==> src/rtl/inst_fetch_if.sv <==
// Instruction-memory request/response bus between the fetch stage and the ROM.
// One request outstanding at most; rom_ack carries rom_rdata in the same cycle.
interface inst_fetch_if;
    logic        rom_req;
    logic [31:0] rom_addr;
    logic        rom_ack;
    logic [31:0] rom_rdata;

    modport master (
        output rom_req,
        output rom_addr,
        input  rom_ack,
        input  rom_rdata
    );

    modport slave (
        input  rom_req,
        input  rom_addr,
        output rom_ack,
        output rom_rdata
    );
endinterface

==> src/rtl/inst_fetch.sv <==
// Instruction fetch stage: pc generation, ROM handshake, one-word stall buffer, IF output register.
// Optional macro IF_FETCH_CNT_EN enables the delivered-instruction counter on fetch_cnt.
module inst_fetch (
    input  logic                clk,
    input  logic                rst,
    input  logic                stall,
    input  logic                branch_flag_i,
    input  logic [31:0]         branch_target_i,
    inst_fetch_if.master        rom,
    output logic [31:0]         if_pc,
    output logic [31:0]         if_inst,
    output logic                if_valid,
    output logic [31:0]         fetch_cnt
);

    localparam logic        RstEnable = 1'b1;
    localparam logic [31:0] ZeroWord  = 32'h0000_0000;

    typedef enum logic {
        S_FETCH = 1'b0,
        S_HOLD  = 1'b1
    } state_e;

    state_e      state_q, state_d;
    logic [31:0] pc_q, pc_d;
    logic [31:0] if_pc_q, if_pc_d;
    logic [31:0] if_inst_q, if_inst_d;
    logic        if_valid_q, if_valid_d;
    logic [31:0] buf_pc_q, buf_pc_d;
    logic [31:0] buf_inst_q, buf_inst_d;

    logic [31:0] branch_pc;
    logic [31:0] pc_inc;

    assign branch_pc = {branch_target_i[31:2], 2'b00};
    assign pc_inc    = pc_q + 32'd4;

    // ---------------------------------------------------------------
    // FSM: state register
    // ---------------------------------------------------------------
    always_ff @(posedge clk) begin
        if (rst == RstEnable) begin
            state_q <= S_FETCH;
        end else begin
            state_q <= state_d;
        end
    end

    // ---------------------------------------------------------------
    // FSM: next-state logic
    // ---------------------------------------------------------------
    always_comb begin
        state_d = state_q;
        unique case (state_q)
            S_FETCH: begin
                if (!branch_flag_i && rom.rom_ack && stall) begin
                    state_d = S_HOLD;
                end
            end
            S_HOLD: begin
                if (branch_flag_i || !stall) begin
                    state_d = S_FETCH;
                end
            end
            default: state_d = S_FETCH;
        endcase
    end

    // ---------------------------------------------------------------
    // FSM: outputs (request is suppressed combinationally during reset)
    // ---------------------------------------------------------------
    always_comb begin
        rom.rom_req  = 1'b0;
        rom.rom_addr = pc_q;
        if ((state_q == S_FETCH) && (rst != RstEnable)) begin
            rom.rom_req = 1'b1;
        end
    end

    // ---------------------------------------------------------------
    // Datapath next-state: pc, IF register, stall buffer
    // ---------------------------------------------------------------
    always_comb begin
        pc_d       = pc_q;
        if_pc_d    = if_pc_q;
        if_inst_d  = if_inst_q;
        if_valid_d = if_valid_q;
        buf_pc_d   = buf_pc_q;
        buf_inst_d = buf_inst_q;

        unique case (state_q)
            S_FETCH: begin
                if (branch_flag_i) begin
                    // Redirect wins; any word returned this cycle belongs to the old path.
                    pc_d       = branch_pc;
                    if_valid_d = 1'b0;
                    if_inst_d  = ZeroWord;
                end else if (rom.rom_ack && !stall) begin
                    if_pc_d    = pc_q;
                    if_inst_d  = rom.rom_rdata;
                    if_valid_d = 1'b1;
                    pc_d       = pc_inc;
                end else if (rom.rom_ack && stall) begin
                    buf_pc_d   = pc_q;
                    buf_inst_d = rom.rom_rdata;
                    pc_d       = pc_inc;
                end else if (!stall) begin
                    if_valid_d = 1'b0;
                    if_inst_d  = ZeroWord;
                end
            end
            S_HOLD: begin
                if (branch_flag_i) begin
                    pc_d       = branch_pc;
                    if_valid_d = 1'b0;
                    if_inst_d  = ZeroWord;
                    buf_pc_d   = ZeroWord;
                    buf_inst_d = ZeroWord;
                end else if (!stall) begin
                    if_pc_d    = buf_pc_q;
                    if_inst_d  = buf_inst_q;
                    if_valid_d = 1'b1;
                end
            end
            default: begin
                pc_d = pc_q;
            end
        endcase
    end

    // ---------------------------------------------------------------
    // Datapath registers
    // ---------------------------------------------------------------
    always_ff @(posedge clk) begin
        if (rst == RstEnable) begin
            pc_q       <= ZeroWord;
            if_pc_q    <= ZeroWord;
            if_inst_q  <= ZeroWord;
            if_valid_q <= 1'b0;
            buf_pc_q   <= ZeroWord;
            buf_inst_q <= ZeroWord;
        end else begin
            pc_q       <= pc_d;
            if_pc_q    <= if_pc_d;
            if_inst_q  <= if_inst_d;
            if_valid_q <= if_valid_d;
            buf_pc_q   <= buf_pc_d;
            buf_inst_q <= buf_inst_d;
        end
    end

    assign if_pc    = if_pc_q;
    assign if_inst  = if_inst_q;
    assign if_valid = if_valid_q;

    // ---------------------------------------------------------------
    // Delivered-instruction counter
    // ---------------------------------------------------------------
`ifdef IF_FETCH_CNT_EN
    logic [31:0] cnt_q, cnt_d;
    logic        deliver;

    // A delivery is any edge that loads a real instruction into the IF register.
    always_comb begin
        deliver = 1'b0;
        if (!branch_flag_i && !stall) begin
            if (state_q == S_FETCH) begin
                deliver = rom.rom_ack;
            end else begin
                deliver = 1'b1;
            end
        end
    end

    always_comb begin
        cnt_d = cnt_q;
        if (deliver) begin
            cnt_d = cnt_q + 32'd1;
        end
    end

    always_ff @(posedge clk) begin
        if (rst == RstEnable) begin
            cnt_q <= ZeroWord;
        end else begin
            cnt_q <= cnt_d;
        end
    end

    assign fetch_cnt = cnt_q;
`else
    assign fetch_cnt = ZeroWord;
`endif

endmodule

==> src/flat_wrapper.sv <==
// flat-port wrapper written by rule: the top's interface ports become plain ports
module inst_fetch_flat 
  (clk, rst, stall, branch_flag_i, branch_target_i, if_pc, if_inst, if_valid, fetch_cnt, rom_rom_req, rom_rom_addr, rom_rom_ack, rom_rom_rdata);
  inst_fetch_if rom_i ();
  input  logic clk;
  input  logic rst;
  input  logic stall;
  input  logic branch_flag_i;
  input  logic [31:0] branch_target_i;
  output logic [31:0] if_pc;
  output logic [31:0] if_inst;
  output logic if_valid;
  output logic [31:0] fetch_cnt;
  output wire logic [$bits(rom_i.rom_req)-1:0] rom_rom_req;
  output wire logic [$bits(rom_i.rom_addr)-1:0] rom_rom_addr;
  input wire logic [$bits(rom_i.rom_ack)-1:0] rom_rom_ack;
  input wire logic [$bits(rom_i.rom_rdata)-1:0] rom_rom_rdata;
  assign rom_rom_req = rom_i.rom_req;
  assign rom_rom_addr = rom_i.rom_addr;
  assign rom_i.rom_ack = rom_rom_ack;
  assign rom_i.rom_rdata = rom_rom_rdata;
  inst_fetch u_core (.clk(clk), .rst(rst), .stall(stall), .branch_flag_i(branch_flag_i), .branch_target_i(branch_target_i), .rom(rom_i), .if_pc(if_pc), .if_inst(if_inst), .if_valid(if_valid), .fetch_cnt(fetch_cnt));
endmodule
==> config.mk <==
export PLATFORM = sky130hd
export DESIGN_NAME = inst_fetch_flat
export DESIGN_NICKNAME = d
export VERILOG_FILES = /design/src/rtl/inst_fetch_if.sv /design/src/rtl/inst_fetch.sv /design/src/flat_wrapper.sv
export SDC_FILE = /design/constraint.sdc
export NUM_CORES = 1
export LEC_CHECK = 0
export CAP_MARGIN = 20
export CORE_MARGIN = 2
export CORE_UTILIZATION = 49
export DETAILED_ROUTE_END_ITERATION = 7
export PLACE_DENSITY = 0.87
export SYNTH_ARGS = -nofsm -noshare
export SYNTH_HDL_FRONTEND = slang
export SYNTH_SLANG_ARGS = --single-unit
==> constraint.sdc <==
create_clock -name clk -period 2.3 [get_ports clk]
set_input_delay 0.345 -clock clk [delete_from_list [all_inputs] [get_ports clk]]
set_output_delay 0.345 -clock clk [all_outputs]
set_load 0.02 [all_outputs]
# After elaboration in Yosys (flattened, before gate mapping)

Cells that the tools add are included.
Widths: inputs -> output; s select.

Register bits: 162
Input bits: 69
Output and inout port bits: 130
Logic and storage cells: 70

Add/subtract/negate cells: 1
Equal/unequal tests: 11
Multiplexer cells: 37
Bitwise logic cells: 2
Reductions and logical operators: 12

Operators with widths:

| operator              | number |
|---|---|
| $mux 32               | 21 |
| $pmux 32 s2           | 5 |
| $add 32x3->32 const B | 1 |
| $ne 2x2->1 const B    | 7 |
| $ne 4x4->1 const B    | 3 |
| $mux 1                | 9 |
| $reduce_and 4->1      | 2 |
| $logic_and 1x1->1     | 5 |
| $pmux 1 s2            | 2 |
| $ne 3x3->1 const B    | 1 |
| $reduce_and 3->1      | 1 |
| $logic_not 1->1       | 2 |
| $not 1->1             | 2 |
| $reduce_and 2->1      | 1 |
| $logic_or 1x1->1      | 1 |

# Depth between registers and ports, before layout

Gate-level depths: netlist of the first run.

Depth in word-level cells: 5
Mapped depth: 8
Mapped depth without buffers: 7

# Worst setup path after synthesis of the first run

No wires, ideal clock.

Path kind: reg-to-reg
From: register u_core.pc_q[2], in the netlist u_core.rom.rom_addr[2]
To: register u_core.pc_q[26], in the netlist u_core.rom.rom_addr[26]
Library setup time: 0.116 ns
Data arrival time: 1.897 ns
Required time: 2.184 ns
Path slack: 0.286 ns
Cell stages (with the launch flop): 7
Buffers on the path: 0
Clock period less this slack: 2.014 ns
Cell sequence: dfxtp_1 ha_1 nand2_1 nor3_4 nand4_1 or3b_2 o211a_1

Longest elaborated chain between the ends: 5

RTL lines:

| what                     | RTL line          | RTL |
|---|---|---|
| start: declaration       | inst_fetch.sv:25  | `logic [31:0] pc_q, pc_d;` |
| start signal: assignment | inst_fetch.sv:136 | `pc_q <= ZeroWord;` |
| start signal: assignment | inst_fetch.sv:143 | `pc_q <= pc_d;` |
| $add 32x3->32 (*)        | inst_fetch.sv:36  | `assign pc_inc = pc_q + 32'd4;` |
| $mux 32                  | inst_fetch.sv:103 | `end else if (rom.rom_ack && stall) begin` |
| $mux 32 (*)              | inst_fetch.sv:98  | `end else if (rom.rom_ack && !stall) begin` |
| $mux 32 (*)              | inst_fetch.sv:93  | `if (branch_flag_i) begin` |
| $pmux 32 s2 (*)          | inst_fetch.sv:91  | `unique case (state_q)` |

Mark *: on every way between the ends. The rest lies on a longest branch, timed or not. The select of a mux whose other input is x is not followed.
A chain may end at the register's enable or synchronous reset.

# Final worst setup path of the first run

From: register u_core.pc_q[3], in the netlist u_core.rom.rom_addr[3]
To: register u_core.pc_q[20], in the netlist u_core.rom.rom_addr[20]

The elaborated chain is that of the path after synthesis.

==> results of run 1 <==
==> Yosys cell counts, types with 3 or more instances <==
cell type / instances / area share (%)
a211oi_1: 33 / 3.3
inv_1: 7 / 0.35
or3_1: 3 / 0.25
dfxtp_1: 158 / 42
a21oi_1: 116 / 7.7
a31oi_1: 7 / 0.58
a311oi_1: 6 / 0.70
o41ai_1: 3 / 0.35
nor4_1: 10 / 0.83
o21ai_0: 16 / 1.1
mux2i_1: 31 / 4.1
buf_2: 8 / 0.53
and3_1: 5 / 0.41
nor3_1: 16 / 1.1
nor2_1: 162 / 8.0
a21o_1: 3 / 0.30
a22oi_1: 35 / 3.5
nor3b_1: 33 / 3.3
o31ai_1: 4 / 0.40
clkbuf_1: 64 / 3.2
and2_1: 6 / 0.50
clkbuf_8: 5 / 0.91
nand4_1: 10 / 0.83
nor2b_1: 26 / 2.2
o32ai_1: 5 / 0.58
nand3_1: 14 / 0.93
nand2_1: 81 / 4.0
buf_4: 37 / 3.7
==> worst register-to-register path: cells and delay by family, from the launching register on <==
kind	cells	cell delay (ns)
AO/OA/AOI/OAI	2	0.38
flip-flops	1	0.45
adder cells (fa/ha/maj)	1	0.27
AND/OR/NAND/NOR	3	0.98
==> power by group <==
part           total, mW  leakage, nW  switching (mW)  internal (mW)
clock               2.97        0.301            1.11           1.87
sequential          2.97         1.29           0.112           2.86
combinational       1.07         1.94           0.597          0.472
==> cell type report <==
class / count / area [um2] / area share [%]
repair buffers: 197 / 1960 / 19.9
multi-input cells: 691 / 3840 / 39.0
well taps: 188 / 235 / 2.39
clock buffers: 20 / 458 / 4.64
flip-flops and latches: 158 / 3170 / 32.1
clock inverters: 11 / 164 / 1.66
inverters: 8 / 30.0 / 0.305
==> logic make-up after synthesis <==
family,count (synthesis)
fa+ha+maj,2
simple gates,381
flops,158
mux,31
compound gates,243
buf+inv,127
other cells,1
==> per-layer routing <==
metal  track usage (%)  wire, um
met5                 0        13
met4              9.89       550
met1              30.5      8770
met3              5.63      1280
met2              39.8      9690
==> flip-flops by register name (all words and copies together), names as in the netlist <==
name                 flops
u_core.rom.rom_addr     30
u_core.buf_pc_q         31
u_core.buf_inst_q       32
u_core.if_inst          32
u_core.state_q           1
u_core.if_valid          1
u_core.if_pc            31
==> stage by stage <==
step	area (um2)	std cells
2_1_floorplan	7680	976
3_3_place_gp	9240	1242
3_5_place_dp	9240	1242
4_1_cts	9860	1273
5_1_grt	9860	1273
6_report	9860	1273
==> worst paths after layout <==
| path | from | to | slack, ns | depth (start not counted) |
|---|---|---|---|---|
| min | stall | u_core.if_pc[1] | 0.34 | 4 |
| min reg2reg | u_core.buf_inst_q[3] | u_core.buf_inst_q[3] | 0.45 | 2 |
| max reg2reg | u_core.rom.rom_addr[3] | u_core.rom.rom_addr[20] | 0.14 | 6 |
| max | u_core.rom.rom_addr[3] | u_core.rom.rom_addr[20] | 0.14 | 6 |
==> metrics.md, run 1 <==
| Metric | Value |
|---|---|
| Crit Path Class | `reg2reg` |
| Fill cell count | `1248` |
| Final Hold Vio Count | `0` |
| Postcts setup bufs | `0` |
| Synth Area in Compound Gates | `20.3%` |
| Fmax | `462 MHz` |
| Area Growth Syn to Fin | `30.5%` |
| Max transition margin | `35.4%` |
| Syn Area/Cell | `8.01 um2` |
| PortBufs | `162` |
| Hold-fix buffers, CTS | `0` |
| Final Core Density | `65.1%` |
| Die area | `16400 um2` |
| Worst vdd ir | `0.597 mV` |
| RePlAce Congestion | `0.906` |
| Critical-path top delay cell | `dfxtp_1` |
| CP Capture Type | `flip-flop` |
| Top FF cell, synth | `dfxtp_1` |
| Status | `completed` |
| Pwr Density | `711 nW/um2` |
| CTS buffer count | `17` |
| Global-route wire length before repair | `32000 um` |
| HPWL after detailed placement | `13500 um` |
| Via count | `7194` |
| DRC | `0` |
| Vias per Instance | `5.65` |
| Final WL | `20300 um` |
| Xor/xnor share of the synthesized area | `0%` |
| YS warnings | `0` |
| Distinct cells, synth | `59` |
| Worst path cell trace | `ha_1, nand2_1, or3_4, or3_1, a2bb2oi_1, o32ai_2` |
| Bufs on Longest Clock Path | `2` |
| Multiplexer share of the synthesized area | `4.11%` |
| Total Neg Setup Slack | `0 ns` |
| Power Total | `7.01 mW` |
| Post-route antenna net violation count | `0` |
| Layout cells sized above 1 | `7.56%` |
| Sequential cell area fraction in the yosys report | `41.9%` |
| Antenna Cells | `0` |
| RSZ-0062 raised after global routing | `no` |
| Least-Margin Pin Slew | `0.968 ns` |
| Core box area | `15100 um2` |
| Initial DRC Count | `769` |
| Commonest non-fill, non-tap cell in the layout | `nor2_1` |
| Endpoints failing setup | `0` |
| Syn Inst Count | `943` |
| IO Pins | `199` |
| CTS tree | `built` |
| Adder-cell share of the synthesized area | `0.331%` |
| Vias in the first global route | `6516` |
| Starting density of the core | `49.9%` |
| First-pass DRT Iterations | `5` |
| CTS sink cnt | `158` |
| Required @ worst endpoint | `2.64 ns` |
| Post-synth EDFFs | `0` |
| Row cnt | `45` |
| Crit share post-route | `94.0%` |
| Startpoint Class | `flip-flop` |
| WL/cell | `16.0 um` |
| Largest stage delay, worst path | `0.45 ns` |
| Initial antenna violation count | `1` |
| Minimum clock period | `2.16 ns` |
| Clk Latency, worst-skew pair | `0.43 ns` |
| Hold Worst Slack | `0.335 ns` |
| Placement Setup Slack | `0.0847 ns` |
| Max cap viols | `0` |
| Worst-path clk slew | `0.06 ns` |
| Tot GR Track Use | `24.2%` |
| Largest net degree at the start of global routing | `88` |
| Critical path arrival | `2.50 ns` |
| Largest family of logic cells by synthesized area | `simple AND/OR/NAND/NOR gates` |
| Root buf cell | `clkbuf_16` |
| H-tree depth | `4` |
| Hold Crit Class | `in2reg` |
| Final Slew Violations | `0` |
| Final WS setup | `0.137 ns` |
| Die Span X | `128 um` |
| Worst Skew | `0.00811 ns` |
| Die Ht | `128 um` |
| Flops & latches, synth | `158` |
| Leak | `3.53 nW` |
| Async SR Flop Fraction | `0%` |
| CP bufs+invs | `0` |
| Final net count | `1144` |
| GRT overflow | `0` |
| Most frequent cells in the layout | `nor2_1 (161), clkdlybuf4s50_1 (160), dfxtp_1 (157)` |
| Crit path max fanout | `6` |
| Simple-gate portion of the synthesized area | `24.2%` |
| Syn Std Cell Area | `7560 um2` |
| Post-CTS Resized | `0` |
| Top delay family on crit path | `simple AND/OR/NAND/NOR gates` |
(Power assumes the default switching activity.)
==> run 2, diff against run 1 <==
--- a/config.mk
+++ b/config.mk
@@ -6,7 +6,6 @@
 export NUM_CORES = 1
 export LEC_CHECK = 0
 export CAP_MARGIN = 20
-export CORE_MARGIN = 2
 export CORE_UTILIZATION = 49
 export DETAILED_ROUTE_END_ITERATION = 7
 export PLACE_DENSITY = 0.87
==> metrics.md, run 2 (synthesis gave the netlist of run 1 again) <==
| Metric | Value |
|---|---|
| Status | `completed` |
| Core box area | `15100 um2 (unchanged)` |
| DRC | `0 (unchanged)` |
| Total Neg Setup Slack | `0 ns (unchanged)` |
| Row cnt | `45 (unchanged)` |
| Hold Crit Class | `in2reg` |
| Final Slew Violations | `0 (unchanged)` |
| Bufs on Longest Clock Path | `2 (unchanged)` |
| Least-Margin Pin Slew | `0.750 ns (-0.218 ns)` |
| Vias per Instance | `5.65 (about the same)` |
| Initial DRC Count | `590 (-23%)` |
| Die Span X | `126 um (-1.6%)` |
| PortBufs | `162 (unchanged)` |
| Crit Path Class | `reg2reg` |
| Area Growth Syn to Fin | `31.6%` |
| Max cap viols | `0 (unchanged)` |
| IO Pins | `199 (unchanged)` |
| Final Core Density | `65.6% (+0.53 points)` |
| R2r endpoint | `u_core.rom.rom_addr[19]` |
| Final WL | `20000 um (-1.6%)` |
| Sequential share of power | `42.4% (about the same)` |
| Clk Latency, worst-skew pair | `0.42 ns (about the same)` |
| Endpoints failing setup | `0 (unchanged)` |
| Global-route wire length before repair | `32400 um (+1.3%)` |
| Hold Worst Slack | `0.239 ns (-0.0961 ns)` |
| Crit path max fanout | `8 (+2)` |
| Min-Delay Path Depth | `2 (-2)` |
| Antenna Cells | `0 (unchanged)` |
| First-pass DRT Iterations | `5 (unchanged)` |
| Final Hold Vio Count | `0 (unchanged)` |
| RePlAce Congestion | `0.862 (-4.8%)` |
| Logic pwr share | `15.8% (+0.6 points)` |
| Root buf cell | `clkbuf_16` |
| Worst-path clk slew | `0.06 ns (about the same)` |
| Layout cells sized above 1 | `9.09% (+1.5 points)` |
| Pwr Density | `700 nW/um2 (-1.5%)` |
| HPWL after detailed placement | `13700 um (+1.2%)` |
| Minimum clock period | `2.10 ns (-0.0576 ns)` |
| Vias in the first global route | `6600 (+1.3%)` |
| Crit share post-route | `91.5% (-2.5 points)` |
| Hold EP | `u_core.state_q` |
| CP Capture Type | `flip-flop` |
| Max transition margin | `49.5% (+14 points)` |
| Initial antenna violation count | `0 (-1)` |
| Die area | `15900 um2 (-3.1%)` |
| Postcts setup bufs | `0 (unchanged)` |
| Tot GR Track Use | `25.2% (+1.0 points)` |
| Required @ worst endpoint | `2.59 ns (-0.05 ns)` |
| Most frequent cells in the layout | `nor2_1 (161), clkdlybuf4s50_1 (160), dfxtp_1 (157)` |
| Fill cell count | `1218 (-2.4%)` |
| Startpoint Class | `flip-flop` |
| Worst vdd ir | `0.504 mV (-16%)` |
| Worst flop-to-flop path startpoint | `u_core.rom.rom_addr[2]` |
| Clock share of power | `41.8% (-0.6 points)` |
| H-tree depth | `4 (unchanged)` |
| Starting density of the core | `49.9% (unchanged)` |
| Worst Skew | `0.00936 ns (+0.00125 ns)` |
| Min-delay src | `stall` |
| CTS sink cnt | `158 (unchanged)` |
| Reg2reg setup slack | `0.20 ns (+0.06 ns)` |
| Fmax | `475 MHz (+2.7%)` |
| CTS tree | `built` |
| Largest net degree at the start of global routing | `66 (-25%)` |
| Psw | `1.85 mW (+1.9%)` |
| RSZ-0062 raised after global routing | `no` |
| Commonest non-fill, non-tap cell in the layout | `nor2_1` |
| Via count | `7274 (+1.1%)` |
| Final net count | `1159 (+1.3%)` |
| Worst r2r path cells | `6 (unchanged)` |
| WL/cell | `15.5 um (-2.8%)` |
| Die Ht | `126 um (-1.6%)` |
| Critical path arrival | `2.40 ns (-0.10 ns)` |
| Switching share of power | `26.6% (+0.69 points)` |
| Post-route antenna net violation count | `0 (unchanged)` |
| GRT overflow | `0 (unchanged)` |
| CTS buffer count | `17 (unchanged)` |
| Leak | `3.60 nW (+1.9%)` |
| Internal power | `5.11 mW (-1.6%)` |
## run 2: changes by cell type in the layout (fill, tap and decap cells not counted), sizes merged
cell    delta
clkinv     -3
clkbuf     -1
bufinv     -1
inv        +5
buf       +15
## run 2: repair_timing
action,4_1_cts,5_1_grt
endpoints found under the hold margin,0,0
setup endpoints to repair,0,1
hold buffers,0,0
resized for setup,0,1
## run 2: cell type report
class,instances,area (um2),area share [%]
Sequential cell,158,3170,31.9
Clock inverter,12,156,1.57
Timing Repair Buffer,212,2050,20.6
Tap cell,188,235,2.37
Multi-Input combinational cell,691,3850,38.7
Clock buffer,19,453,4.56
Inverter,8,30.0,0.302
## run 2: power groups by stage
| stage | Clock (mW) | Combinational [mW] | Sequential (mW) |
|---|---|---|---|
| final | 2.91 | 1.10 | 2.95 |
| after global placement | 0 | 1.07 | 3.01 |
| after detailed placement | 0 | 1.09 | 3.01 |
| after global routing | 3.08 | 1.19 | 2.97 |
| after floorplan | 0 | 0.576 | 3.10 |
| after CTS | 2.94 | 1.09 | 2.95 |
## run 2: per-layer routing
layer | vias up | global-route usage, % | wire [um]
met5 | - | 0 | 0
li1 | 3533 | - | -
met2 | 303 | 41.1 | 9530
met4 | 0 | 10.1 | 476
met3 | 38 | 5.78 | 1350
met1 | 3400 | 32.2 | 8620
## run 2: critical path, stage by stage (launching register included)
cell and delay (ns):
dfxtp_1 0.34, buf_4 0.15, nand3_1 0.28, or3_4 0.47
o41ai_1 0.30, a21oi_1 0.14, nor4_1 0.30
## run 2: per-stage QoR
step / instances / instance area (um2) / worst slack [ns] / power [mW]
CTS: 1288 / 9940 / 0.176 / 6.99
floorplan: 976 / 7680 / 0.286 / 3.68
global placement: 1257 / 9330 / 0.0464 / 4.07
global route: 1288 / 9940 / 0.0531 / 7.23
finish: 1288 / 9940 / 0.195 / 6.96
detailed placement: 1257 / 9330 / 0.00267 / 4.10
## run 2: how the worst max path moves through the flow
stage | slack (ns) | startpoint | to
finish | 0.20 | u_core.rom.rom_addr[2] | u_core.rom.rom_addr[19]
global route | 0.05 | u_core.rom.rom_addr[2] | u_core.rom.rom_addr[19]
CTS | 0.18 | u_core.rom.rom_addr[2] | u_core.rom.rom_addr[19]
detailed placement | 0.003 | branch_flag_i | u_core.rom.rom_addr[26]
global placement | 0.05 | branch_flag_i | u_core.rom.rom_addr[26]
floorplan | 0.29 | u_core.rom.rom_addr[2] | u_core.rom.rom_addr[26]
==> run 3, diff against run 2 <==
--- a/config.mk
+++ b/config.mk
@@ -5,10 +5,11 @@
 export SDC_FILE = /design/constraint.sdc
 export NUM_CORES = 1
 export LEC_CHECK = 0
+export ABC_AREA = 1
 export CAP_MARGIN = 20
-export CORE_UTILIZATION = 49
+export CORE_UTILIZATION = 44
 export DETAILED_ROUTE_END_ITERATION = 7
-export PLACE_DENSITY = 0.87
+export PLACE_DENSITY = 0.84
 export SYNTH_ARGS = -nofsm -noshare
 export SYNTH_HDL_FRONTEND = slang
 export SYNTH_SLANG_ARGS = --single-unit
==> constraint.sdc (replaced) <==
create_clock -name clk -period 1.75 [get_ports clk]
set_input_delay 0.2625 -clock clk [delete_from_list [all_inputs] [get_ports clk]]
set_output_delay 0.2625 -clock clk [all_outputs]
set_load 0.02 [all_outputs]
==> metrics.md, run 3 <==
| Metric | Value |
|---|---|
| Area contributors post-synth | `dfxtp_1 (43%), nand2_1 (11%), o21ai_0 (10%)` |
| Endpoints failing setup | `0 (unchanged)` |
| Crit share post-route | `98.2%` |
| Worst vdd ir | `0.703 mV (+40%)` |
| Placed instance area | `9180 um2 (-1.6%)` |
| Minimum clock period | `1.72 ns` |
| Syn Area/Cell | `7.19 um2 (-10%)` |
| Starting density of the core | `45.7% (-4.2 points)` |
| Die Span X | `131 um (+3.9%)` |
| Leak | `3.70 nW (+2.7%)` |
| Worst-path clk slew | `0.06 ns (about the same)` |
| Fill cell count | `1433 (+18%)` |
| Most frequent cells in the layout | `nand2_1 (206), dfxtp_1 (154), o21ai_0 (149)` |
| RePlAce Congestion | `0.907 (+5.2%)` |
| Min-delay src | `branch_target_i[3]` |
| CTS buffer count | `17 (unchanged)` |
| Worst flop-to-flop path startpoint | `u_core.rom.rom_addr[11]` |
| IO Pins | `199 (unchanged)` |
| Syn Inst Count | `1021 (+8.3%)` |
| Critical path arrival | `1.46 ns (-0.94 ns)` |
| Sequential cell area fraction in the yosys report | `43.1% (+1.2 points)` |
| H-tree depth | `4 (unchanged)` |
| Root buf cell | `clkbuf_16` |
| Initial DRC Count | `610 (+3.4%)` |
| Distinct cells, synth | `33 (-44%)` |
| Core box area | `16100 um2 (+6.0%)` |
| Vias per Instance | `5.37 (-4.9%)` |
| RSZ-0062 raised after global routing | `no` |
| Tot GR Track Use | `24.4% (-0.78 points)` |
| Worst path cell trace | `clkdlybuf4s50_1` |
| Worst r2r path cells | `8 (+2)` |
| Least-Margin Pin Slew | `0.639 ns (-0.111 ns)` |
| Max cap viols | `0 (unchanged)` |
| Startpoint Class | `flip-flop` |
| Status | `completed` |
| WL/cell | `15.1 um (-2.4%)` |
| Hold Crit Class | `in2reg` |
| Global-route wire length before repair | `33800 um (+4.2%)` |
| Clk Latency, worst-skew pair | `0.43 ns (about the same)` |
| Total Neg Setup Slack | `0 ns (unchanged)` |
| Required @ worst endpoint | `1.49 ns (-1.10 ns)` |
| Post-route antenna net violation count | `0 (unchanged)` |
| Reg2reg setup slack | `0.14 ns (-0.06 ns)` |
| Worst Skew | `0.0101 ns (+0.000766 ns)` |
| Crit path max fanout | `2 (-6)` |
| Die Ht | `131 um (+3.9%)` |
| CP Capture Type | `output port` |
| Synth top area share | `43.1% (+1.2 points)` |
| DRC | `0 (unchanged)` |
| Max transition margin | `57.4% (+7.9 points)` |
| Min-Delay Path Depth | `3 (+1)` |
| Syn Std Cell Area | `7340 um2 (-2.9%)` |
| Antenna Cells | `0 (unchanged)` |
| YS warnings | `0 (unchanged)` |
| Postcts setup bufs | `0 (unchanged)` |
| Async SR Flop Fraction | `0% (unchanged)` |
| Top FF cell, synth | `dfxtp_1` |
| Flops & latches, synth | `158 (unchanged)` |
| Top delay family on crit path | `buffers and inverters` |
| CP bufs+invs | `1 (unchanged)` |
| Area Growth Syn to Fin | `32.3%` |
| Register area | `3170 um2 (about the same)` |
| Row cnt | `46 (+2.2%)` |
| Via count | `7473 (+2.7%)` |
| Critical-path top delay cell | `clkdlybuf4s50_1` |
| Die area | `17200 um2 (+8.0%)` |
| CTS tree | `built` |
| Bufs on Longest Clock Path | `2 (unchanged)` |
| GRT overflow | `0 (unchanged)` |
| Multi-input logic area | `3600 um2 (-6.5%)` |
| Largest net degree at the start of global routing | `65 (-1.5%)` |
| CTS sink cnt | `158 (unchanged)` |
| Final Slew Violations | `0 (unchanged)` |
| Most common cell in the synthesized netlist | `nand2_1` |
| Vias in the first global route | `6718 (+1.8%)` |
| Fmax | `582 MHz` |
| Yosys top cell by area | `dfxtp_1` |
| R2r endpoint | `u_core.rom.rom_addr[28]` |
| First-pass DRT Iterations | `5 (unchanged)` |
| Final WL | `21100 um (+5.5%)` |
| Pwr Density | `919 nW/um2 (+31%)` |
| Final Hold Vio Count | `0 (unchanged)` |
| Initial antenna violation count | `0 (unchanged)` |
| Final net count | `1235 (+6.6%)` |
| PortBufs | `162 (unchanged)` |
| Post-synth EDFFs | `0 (unchanged)` |
| Final instance area | `9710 um2 (-2.3%)` |
| Placed Instances | `1361 (+8.3%)` |
| HPWL after detailed placement | `14200 um (+3.6%)` |
| Non-filler cells, final | `1392 (+8.1%)` |
| Top cells by count, synth | `nand2_1 (207), dfxtp_1 (158), o21ai_0 (149), a21oi_1 (105), nor2_1 (99)` |
| Commonest non-fill, non-tap cell in the layout | `nand2_1` |
| Largest stage delay, worst path | `0.63 ns (+0.16 ns)` |
| Layout cells sized above 1 | `8.59% (-0.50 points)` |
| Crit Path Class | `reg2out` |
| Hold EP | `u_core.rom.rom_addr[3]` |
## run 3: repair_timing
action,in CTS,in global routing
resized for setup,32,6
setup endpoints to repair,29,7
hold buffers,0,0
pin swaps,0,0
## run 3: power breakdown
| group | internal (mW) | switching (mW) | total [mW] |
|---|---|---|---|
| clock network | 1.98 | 1.45 | 3.43 |
| logic | 0.618 | 0.832 | 1.45 |
| registers | 3.84 | 0.206 | 4.04 |
## run 3: cell families (layout without fill, tap and decap cells)
family | after synthesis | in the layout | share of synthesized area (%)
other | 1 | 34 | 0.0511
AOI/OAI and AO/OA | 326 | 326 | 23.6
adders and majority gates | 2 | 2 | 0.341
buffers and inverters | 138 | 260 | 9.79
xor gates and xnor gates | 11 | 11 | 1.31
DFF | 158 | 158 | 43.1
and+or+nand+nor | 385 | 385 | 21.8
## run 3: through the flow
| step | hold slack, ns | power, mW | utilization (%) | worst slack [ns] |
|---|---|---|---|---|
| 2_1_floorplan | 0.406 | 4.93 | - | 0.172 |
| 5_1_grt | 0.427 | 9.29 | 60.5 | 0.0130 |
| 3_5_place_dp | 0.443 | 5.59 | 57.2 | -0.0965 |
| 6_report | 0.420 | 8.92 | 60.5 | 0.0320 |
| 3_3_place_gp | 0.440 | 5.56 | 57.2 | -0.0490 |
| 4_1_cts | 0.413 | 8.97 | 60.4 | 0.00898 |
## run 3: how the worst max path moves through the flow
stage,from,end,slack (ns),depth (start not counted)
final,u_core.if_pc[6],if_pc[6],0.03,1
after detailed placement,branch_flag_i,u_core.buf_pc_q[27],-0.1,8
after floorplan,u_core.rom.rom_addr[3],u_core.rom.rom_addr[22],0.17,10
after CTS,u_core.rom.rom_addr[26],rom_rom_addr[26],0.009,1
after global routing,u_core.if_pc[6],if_pc[6],0.01,1
after global placement,branch_flag_i,u_core.rom.rom_addr[4],-0.05,8
## run 3: routing by layer
| layer | global-route usage, % | wire, um | share of wire (%) | vias up |
|---|---|---|---|---|
| met4 | 12.2 | 629 | 3.0 | 0 |
| met5 | 0 | 0 | 0 | - |
| met2 | 39.7 | 10100 | 48 | 298 |
| li1 | - | - | - | 3684 |
| met1 | 29.0 | 8490 | 40 | 3445 |
| met3 | 7.68 | 1910 | 9.0 | 46 |
## run 3: cell type report
type                            instances  share of cell area (%)
Clock buffer                           21                    4.64
Clock inverter                         10                   0.954
Inverter                               28                    1.11
Multi-Input combinational cell        758                    37.1
Sequential cell                       158                    32.6
Tap cell                              216                    2.78
Timing Repair Buffer                  201                    20.8
